File: src/rtl/posit_encode_pipe.sv
// Three-stage posit encoder: sign/scale/fraction in, N-bit posit out, with
// round-to-nearest-even, saturation to maxpos/minpos and NaR/zero specials.
module posit_encode_pipe #(
  parameter int N  = 32,
  parameter int ES = 2,
  parameter int SW = 9,
  parameter int FW = 32
) (
  input  logic          clk,
  input  logic          rst_n,
  input  logic          in_valid,
  output logic          in_ready,
  input  logic          in_sign,
  input  logic          in_zero,
  input  logic          in_nar,
  input  logic [SW-1:0] in_scale,
  input  logic [FW-1:0] in_frac,
  output logic          out_valid,
  input  logic          out_ready,
  output logic [N-1:0]  out_posit
);
  localparam int KW  = SW - ES;
  localparam int BW  = N + ES + FW;
  localparam int LIM = (N - 2) << ES;

  logic                adv_s;

  logic signed [31:0]  scale_ext_s;
  logic [KW-1:0]       k_s;
  logic [KW:0]         run1_d;
  logic                pos1_d, hi1_d, lo1_d;

  logic                v1_q, sign1_q, nar1_q, zero1_q, hi1_q, lo1_q, pos1_q;
  logic [KW:0]         run1_q;
  logic [ES-1:0]       e1_q;
  logic [FW-1:0]       frac1_q;

  logic [BW-1:0]       tail_s, shv_s;
  logic [N-2:0]        body2_d;
  logic                guard2_d, sticky2_d;

  logic                v2_q, sign2_q, nar2_q, zero2_q, hi2_q, lo2_q;
  logic [N-2:0]        body2_q;
  logic                guard2_q, sticky2_q;

  logic                inc_s;
  logic [N-2:0]        rnd_s, mag_s;
  logic [N-1:0]        posit3_d;

  logic                v3_q;
  logic [N-1:0]        posit_q;

  assign adv_s     = ~v3_q | out_ready;
  assign in_ready  = adv_s;
  assign out_valid = v3_q;
  assign out_posit = posit_q;

  // S1: split scale into regime run length/polarity and exponent; flag out-of-range scales
  always_comb begin
    scale_ext_s = {{(32-SW){in_scale[SW-1]}}, in_scale};
    hi1_d       = (scale_ext_s > LIM);
    lo1_d       = (scale_ext_s < -LIM);
    k_s         = in_scale[SW-1:ES];
    pos1_d      = ~k_s[KW-1];
    if (pos1_d) begin
      run1_d = {1'b0, k_s} + {{KW{1'b0}}, 1'b1};
    end else begin
      run1_d = ~{k_s[KW-1], k_s} + {{KW{1'b0}}, 1'b1};
    end
  end

  // S2: shift the regime run in ahead of {terminator, e, frac}; low zero pad keeps dropped bits for sticky
  always_comb begin
    tail_s = {~pos1_q, e1_q, frac1_q, {(N-1){1'b0}}};
    if (pos1_q) begin
      shv_s = ~((~tail_s) >> run1_q);
    end else begin
      shv_s = tail_s >> run1_q;
    end
    body2_d   = shv_s[BW-1 -: N-1];
    guard2_d  = shv_s[BW-N];
    sticky2_d = |shv_s[BW-N-1:0];
  end

  // S3: RNE increment, clamp to [minpos, maxpos], then specials and sign
  always_comb begin
    inc_s = guard2_q & (body2_q[0] | sticky2_q);
    rnd_s = body2_q + {{(N-2){1'b0}}, inc_s};
    if (hi2_q || (inc_s && (&body2_q))) begin
      mag_s = {(N-1){1'b1}};
    end else if (lo2_q || ~|rnd_s) begin
      mag_s = {{(N-2){1'b0}}, 1'b1};
    end else begin
      mag_s = rnd_s;
    end
    if (nar2_q) begin
      posit3_d = {1'b1, {(N-1){1'b0}}};
    end else if (zero2_q) begin
      posit3_d = {N{1'b0}};
    end else if (sign2_q) begin
      posit3_d = ~{1'b0, mag_s} + {{(N-1){1'b0}}, 1'b1};
    end else begin
      posit3_d = {1'b0, mag_s};
    end
  end

  // Pipeline registers: every stage advances together and holds when the output is stalled
  always_ff @(posedge clk) begin
    if (!rst_n) begin
      v1_q    <= 1'b0;
      v2_q    <= 1'b0;
      v3_q    <= 1'b0;
      posit_q <= {N{1'b0}};
    end else if (adv_s) begin
      v1_q <= in_valid;
      v2_q <= v1_q;
      v3_q <= v2_q;
      if (in_valid) begin
        sign1_q <= in_sign;
        nar1_q  <= in_nar;
        zero1_q <= in_zero;
        hi1_q   <= hi1_d;
        lo1_q   <= lo1_d;
        pos1_q  <= pos1_d;
        run1_q  <= run1_d;
        e1_q    <= in_scale[ES-1:0];
        frac1_q <= in_frac;
      end
      if (v1_q) begin
        sign2_q   <= sign1_q;
        nar2_q    <= nar1_q;
        zero2_q   <= zero1_q;
        hi2_q     <= hi1_q;
        lo2_q     <= lo1_q;
        body2_q   <= body2_d;
        guard2_q  <= guard2_d;
        sticky2_q <= sticky2_d;
      end
      if (v2_q) begin
        posit_q <= posit3_d;
      end
    end
  end
endmodule

File: config.mk
export PLATFORM = sky130hd
export DESIGN_NAME = posit_encode_pipe
export DESIGN_NICKNAME = d
export VERILOG_FILES = /design/src/rtl/posit_encode_pipe.sv
export SDC_FILE = /design/constraint.sdc
export NUM_CORES = 1
export LEC_CHECK = 0
export ABC_AREA = 1
export BUFFER_PORTS_ARGS = -buffer_cell sky130_fd_sc_hd__buf_4
export CAP_MARGIN = 20
export CORE_MARGIN = 2
export CORE_UTILIZATION = 45
export DETAILED_ROUTE_END_ITERATION = 8
export HOLD_SLACK_MARGIN = 0.05
export PLACE_DENSITY = 0.61
export SETUP_SLACK_MARGIN = 0.2
export SYNTH_ARGS = -nofsm -noshare
export SYNTH_HDL_FRONTEND = slang
export SYNTH_SLANG_ARGS = --single-unit
export TNS_END_PERCENT = 5
File: constraint.sdc
create_clock -name clk -period 5.1 [get_ports clk]
set_input_delay 0.255 -clock clk [delete_from_list [all_inputs] [get_ports clk]]
set_output_delay 0.255 -clock clk [all_outputs]
set_load 0.005 [all_outputs]
==> metrics.md, run 1 <==
| Metric | Value |
|---|---|
| Outcome | complete, no violations |
| Hold Crit Depth | 3 |
| Post-synth top area share | 0.269 |
| Worst Path Arrival | 4.56 ns |
| Synthesized net count | 1535 |
| Final Critical Period | 4.20 ns |
| FF+latch count, synth | 120 |
| Clk Latency, worst-skew pair | 0.43 ns |
| Syn avg cell area | 6.41 um^2 |
| Worst slew margin | 0.296 |
| FFs w/ async S/R, synth | 0 |
| Final Cycle Share | 0.824 |
| Max Transition Viols Final | 0 |
| First-pass GRT wire length | 45500 um |
| Final setup vio count | 0 |
| Width of the die | 149 um |
| Top routing layer used | met4 |
| R2r setup slk | 0.90 ns |
| Total grt overflow | 0 |
| Clock slew at reported path FFs | 0.06 ns |
| DP Wirelength | 21400 um |
| Peak supply drop | 0.000209 V |
| CP max stage cell | edfxtp_1 |
| Static Leak | 4.81 nW |
| Reg2reg start | body2_q[0]$_DFFE_PP_ |
| M1 WL | 12500 um |
| Sequential share of the synthesized area | 0.343 |
| FP Rows | 53 |
| First DRT Iteration DRCs | 819 |
| Met2 routed WL | 13400 um |
| Netlist Area Pre-Place | 9490 um^2 |
| Unrepaired setup endpoints after global routing | false |
| Leading area contributor after synthesis | edfxtp_1 |
| CTS max path bufs | 2 |
| Post-DRT Antenna Nets | 0 |
| Final Cell Area | 11300 um^2 |
| Non-Filler Instances | 1846 |
| Drt via density | 5.37 |
| Main synth FF type | edfxtp_1 |
| Area Overhead vs Synth | 18.5% |
| Layout cells sized above 1 | 0.112 |
| Sink Count | 120 |
| Initial Utilization | 0.455 |
| Crit path launch type | flop |
| Max Cap Viol | 0 |
| Final Hold Fails | 0 |
| CP peak stage delay | 0.41 ns |
| Ranking of synthesized cells by area | edfxtp_1 (27%), nand2_1 (20%), nand3_1 (8.5%) |
| Number of enable flip-flop cells after synthesis | 85 |
| Fin Setup TNS | 0 ns |
| Gpl congestion | 0.981 |
| Buffer count from post-CTS setup fixing | 0 |
| Drc violations | 0 |
| Cell Area, Placed | 10300 um^2 |
| Clock root buffer | clkbuf_16 |
| Synthesis Warnings | 0 |
| Final Worst Setup Slack | 0.898 ns |
| Reg2Reg Depth | 30 |
| Filler cells | 2136 |
| WHS Endpoint | out_posit[31]$_SDFFE_PN0P_ |
| CP required | 5.46 ns |
| DRT Wirelength | 28100 um |
| Die Area | 22300 um^2 |
| Cells after DPL | 1775 |
| Worst setup EP type | flop |
| Fmax | 238 MHz |
| Avg WL per Cell | 15.2 um |
| PortBufs | 81 |
| Slew @ Worst Pin | 1.05 ns |
| Initial antenna violation count | 0 |
| Largest net degree at the start of global routing | 45 |
| Clock Skew | 0.0132 ns |
| Worst hold path type | in -> reg |
| Most frequent cells in the layout | nand2_1 (500), nand3_1 (161), o21ai_0 (152) |
| Nets | 1612 |
| CP most frequent cell | nand2_1 |
| Diodes inserted | 0 |
| Total CTS buffers | 17 |
| Pre-CTS setup slack | 0.822 ns |
| CP Class | reg -> reg |
| Cell area power density | 255 nW/um^2 |
| Post-synth cell types | 45 |
| Worst r2r dst | out_posit[28]$_SDFFE_PN0P_ |
| Final core occ | 0.539 |
| Commonest non-fill, non-tap cell in the layout | nand2_1 |
| Die height | 149 um |
| Hold Path Origin | rst_n |
| Vias | 9922 |
| First-pass DRT Iterations | 6 |
| Crit Path Max Fanout | 14 |
| I/O pins | 82 |
| Cells after Synth | 1481 |
| Met3 wire length | 1320 um |
| Vias in the first global route | 9063 |
| All-Layer GR Usage | 0.257 |
| Core box area | 20900 um^2 |
| CTS tree | yes |
| CTS H-tree lvls | 4 |
[routing by layer]
| metal | global-route usage | vias to the layer above |
|---|---|---|
| met5 | 0 | - |
| met4 | 0.107 | 0 |
| met2 | 0.430 | 290 |
| met1 | 0.335 | 4494 |
| met3 | 0.0312 | 49 |
| li1 | - | 5089 |
[where the power goes]
group          switching (mW)  leakage (nW)  total (mW)  internal [mW]
clock                   0.526         0.273        1.17          0.648
sequential             0.0271          1.07        1.11           1.09
combinational           0.379          3.46       0.577          0.198
total                   0.933          4.81        2.86           1.93
[metrics by stage]
| step | power (mW) | hold WS, ns |
|---|---|---|
| 2_1_floorplan | 1.51 | 0.354 |
| 3_5_place_dp | 1.68 | 0.405 |
| 5_1_grt | 3.01 | 0.117 |
| 4_1_cts | 2.87 | 0.0885 |
| 6_report | 2.86 | 0.0984 |
| 3_3_place_gp | 1.68 | 0.409 |
[kinds of logic (layout without fill, tap and decap cells)]
group                    after synthesis  after routing  share of synthesized area
multiplexers                          11             11                     0.0116
buffers and inverters                193            282                     0.0785
AO/OA/AOI/OAI                        242            242                      0.138
AND/OR/NAND/NOR                      893            894                      0.407
adder cells (fa/ha/maj)                6              6                    0.00791
XOR/XNOR                              16             16                     0.0148
flip-flops                           120            120                      0.343
[worst max path at each step]
stage | depth (start not counted) | slack, ns | from | end
finish | 30 | 0.90 | body2_q[0]$_DFFE_PP_ | out_posit[28]$_SDFFE_PN0P_
global route | 31 | 0.21 | body2_q[0]$_DFFE_PP_ | out_posit[26]$_SDFFE_PN0P_
CTS | 30 | 0.81 | body2_q[0]$_DFFE_PP_ | out_posit[28]$_SDFFE_PN0P_
detailed placement | 30 | 0.82 | body2_q[0]$_DFFE_PP_ | out_posit[26]$_SDFFE_PN0P_
global placement | 30 | 0.97 | body2_q[0]$_DFFE_PP_ | out_posit[30]$_SDFFE_PN0P_
floorplan | 27 | 1.48 | body2_q[0]$_DFFE_PP_ | out_posit[30]$_SDFFE_PN0P_
[cells in the mapped netlist, drive strengths merged (7+ instances only)]
master	number
xor2	9
mux2i	11
a21oi	49
nor2	150
dfxtp	35
clkbuf	59
inv	112
nand3	168
o21ai	158
o211ai	10
buf	16
nand4	24
or2	13
nor4	7
nand3b	9
nor3	13
nand2	505
edfxtp	85
xnor2	7
[sequential cells by signal, indices dropped and copies added (netlist names), 2 cells and up]
register   cells
frac1_q       32
body2_q       31
e1_q           2
out_posit     32
run1_q         7
[worst max-delay path: cells and delay by family (launching register included)]
| family | cells | cell delay, ns |
|---|---|---|
| buffers and inverters | 3 | 0.32 |
| and+or+nand+nor | 22 | 2.42 |
| DFF | 1 | 0.41 |
| adders and majority gates | 3 | 0.63 |
| AOI/OAI and AO/OA | 2 | 0.38 |
[layout make-up]
| type | instances | area, um^2 | share of cell area |
|---|---|---|---|
| Inverter | 118 | 443 | 0.0394 |
| Tap cell | 275 | 344 | 0.0306 |
| Clock buffer | 17 | 425 | 0.0378 |
| Timing Repair Buffer | 132 | 1120 | 0.0992 |
| Clock inverter | 15 | 150 | 0.0133 |
| Sequential cell | 120 | 3250 | 0.289 |
| Multi-Input combinational cell | 1169 | 5520 | 0.491 |
[repair_timing]
item | in CTS | in global routing
resized for setup | 0 | 1
hold buffers | 37 | 0
endpoints found under the hold margin | 37 | 0
endpoints found under the setup margin | 0 | 5
(Power assumes the default switching activity.)
==> run 2, diff against run 1 <==
- PLACE_DENSITY: 0.61 -> 0.63
- clock period: 5.1 -> 3.8 ns (I/O delays scaled with it)
==> run 2 against run 1 <==
  * Utilization up 2.0 points
  * Sequential power grew 34%
  * Total power grew 37%
  * Register-to-register slack got worse by 0.57 ns
==> metrics.md, run 2 (synthesis results as in run 1) <==
| Metric | Value |
|---|---|
| Outcome | complete, no violations |
| Crit path buf inv count | 5 |
| CTS tree | yes |
| Largest net degree at the start of global routing | 55 |
| Vias | 10.1k |
| PortBufs | 81 |
| Most frequent cells in the layout | nand2_1 (489), nand3_1 (155), o21ai_0 (150) |
| Max Cap Viol | 0 |
| Cell Area, Placed | 10400 um^2 |
| Cell family with most CP delay | simple AND/OR/NAND/NOR gates |
| Core box area | 20900 um^2 |
| Final Cycle Share | 0.912 |
| CTS H-tree lvls | 4 |
| Final Hold Fails | 0 |
| DRT Wirelength | 28900 um |
| M1 GR Usage | 0.349 |
| Worst Path Arrival | 3.83 ns |
| Crit path launch type | flop |
| Initial Utilization | 0.455 |
| FP Rows | 53 |
| Die Area | 22300 um^2 |
| Fmax | 288 MHz |
| Layout cells sized above 1 | 0.150 |
| Worst hold path type | in -> reg |
| Final Cell Area | 11700 um^2 |
| CP Class | reg -> reg |
| Die height | 149 um |
| Clk Latency, worst-skew pair | 0.43 ns |
| Max Transition Viols Final | 0 |
| All-Layer GR Usage | 0.263 |
| CP max stage cell | edfxtp_1 |
| Unrepaired setup endpoints after global routing | true |
| Sink Count | 120 |
| Post-DRT Antenna Nets | 0 |
| DP Wirelength | 21400 um |
| Clock slew at reported path FFs | 0.07 ns |
| Initial antenna violation count | 0 |
| Final setup vio count | 0 |
| Area Overhead vs Synth | 23.0% |
| Drt via density | 5.41 |
| Total grt overflow | 0 |
| Static Leak | 4.98 nW |
| CP most frequent cell | nand2_2 |
| Diodes inserted | 0 |
| Filler cells | 2114 |
| Slew @ Worst Pin | 0.844 ns |
| I/O pins | 82 |
| Met2 Track Usage GR | 0.431 |
| Avg WL per Cell | 15.5 um |
| Gpl congestion | 0.951 |
| Global routing's busiest layer | met2 |
| First-pass DRT Iterations | 6 |
| CP peak stage delay | 0.40 ns |
| Clock Skew | 0.0154 ns |
| Nets | 1638 |
| Final Critical Period | 3.47 ns |
| CP required | 4.16 ns |
| First-pass GRT wire length | 46500 um |
| Width of the die | 149 um |
| Worst setup EP type | flop |
| M3 GR Usage | 0.0318 |
| CTS max path bufs | 2 |
| Peak supply drop | 0.000304 V |
| Vias in the first global route | 9310 |
| Clock root buffer | clkbuf_16 |
| Drc violations | 0 |
| Commonest non-fill, non-tap cell in the layout | nand2_1 |
| Crit Path Max Fanout | 7 |
| Total CTS buffers | 17 |
| First DRT Iteration DRCs | 738 |
| Cell area power density | 337 nW/um^2 |
| Total power | 3.94 mW |
| Worst slew margin | 0.434 |
==> run 2: worst register-to-register path, delay by kind of cell (launching register included) <==
family                     cells  cell delay, ns
and+or+nand+nor               16            1.64
adders and majority gates      3            0.48
DFF                            1            0.40
buffers and inverters          5            0.39
AOI/OAI and AO/OA              2            0.34
xor gates and xnor gates       1            0.15
==> run 2: through the flow <==
stage | hold WS, ns | setup WS, ns | setup TNS [ns] | utilization | instances
after floorplan | 0.289 | 0.205 | 0 | - | 1481
after global placement | 0.368 | 0.106 | 0 | 0.496 | 1789
after detailed placement | 0.369 | -0.00266 | -0.00275 | 0.496 | 1789
after CTS | 0.0857 | 0.208 | 0 | 0.546 | 1862
after global routing | 0.105 | 0.00683 | 0 | 0.559 | 1872
final | 0.0860 | 0.333 | 0 | 0.559 | 1872
==> run 2: path summary, 6_finish.rpt <==
check             cells past startpoint  slack, ns                         end                  from
setup / recovery                     27       0.33  out_posit[22]$_SDFFE_PN0P_  body2_q[0]$_DFFE_PP_
hold / removal                        3       0.09           v1_q$_SDFFE_PN0N_              in_valid
setup reg to reg                     27       0.33  out_posit[22]$_SDFFE_PN0P_  body2_q[0]$_DFFE_PP_
hold reg to reg                       0       0.43             hi2_q$_DFFE_PP_       hi1_q$_DFFE_PP_
==> run 2: cell type report <==
cell class,count,area (um^2),area share
well taps,275,344,0.0295
repair buffers,158,1320,0.113
flip-flops and latches,120,3250,0.279
multi-input cells,1169,5720,0.490
clock buffers,17,425,0.0364
inverters,118,445,0.0381
clock inverters,15,174,0.0149
==> run 2: per-layer routing <==
layer  vias up  share of wire
li1       5143              -
met1      4626           0.45
met2       287           0.47
met3        68          0.044
met4         0          0.036
met5         -              0
==> run 2: where the power goes <==
group / leakage, nW / switching (mW) / internal, mW
Sequential: 1.07 / 0.0327 / 1.46
Combinational: 3.62 / 0.528 / 0.281
Clock: 0.294 / 0.752 / 0.888
==> run 2: what timing repair did <==
action	4_1_cts	5_1_grt
endpoints found under the hold margin	39	0
endpoints found under the setup margin	17	26
pin swaps	4	24
hold buffers	39	0
gates resized for setup	14	44
buffers inserted	1	8
cloned	1	0
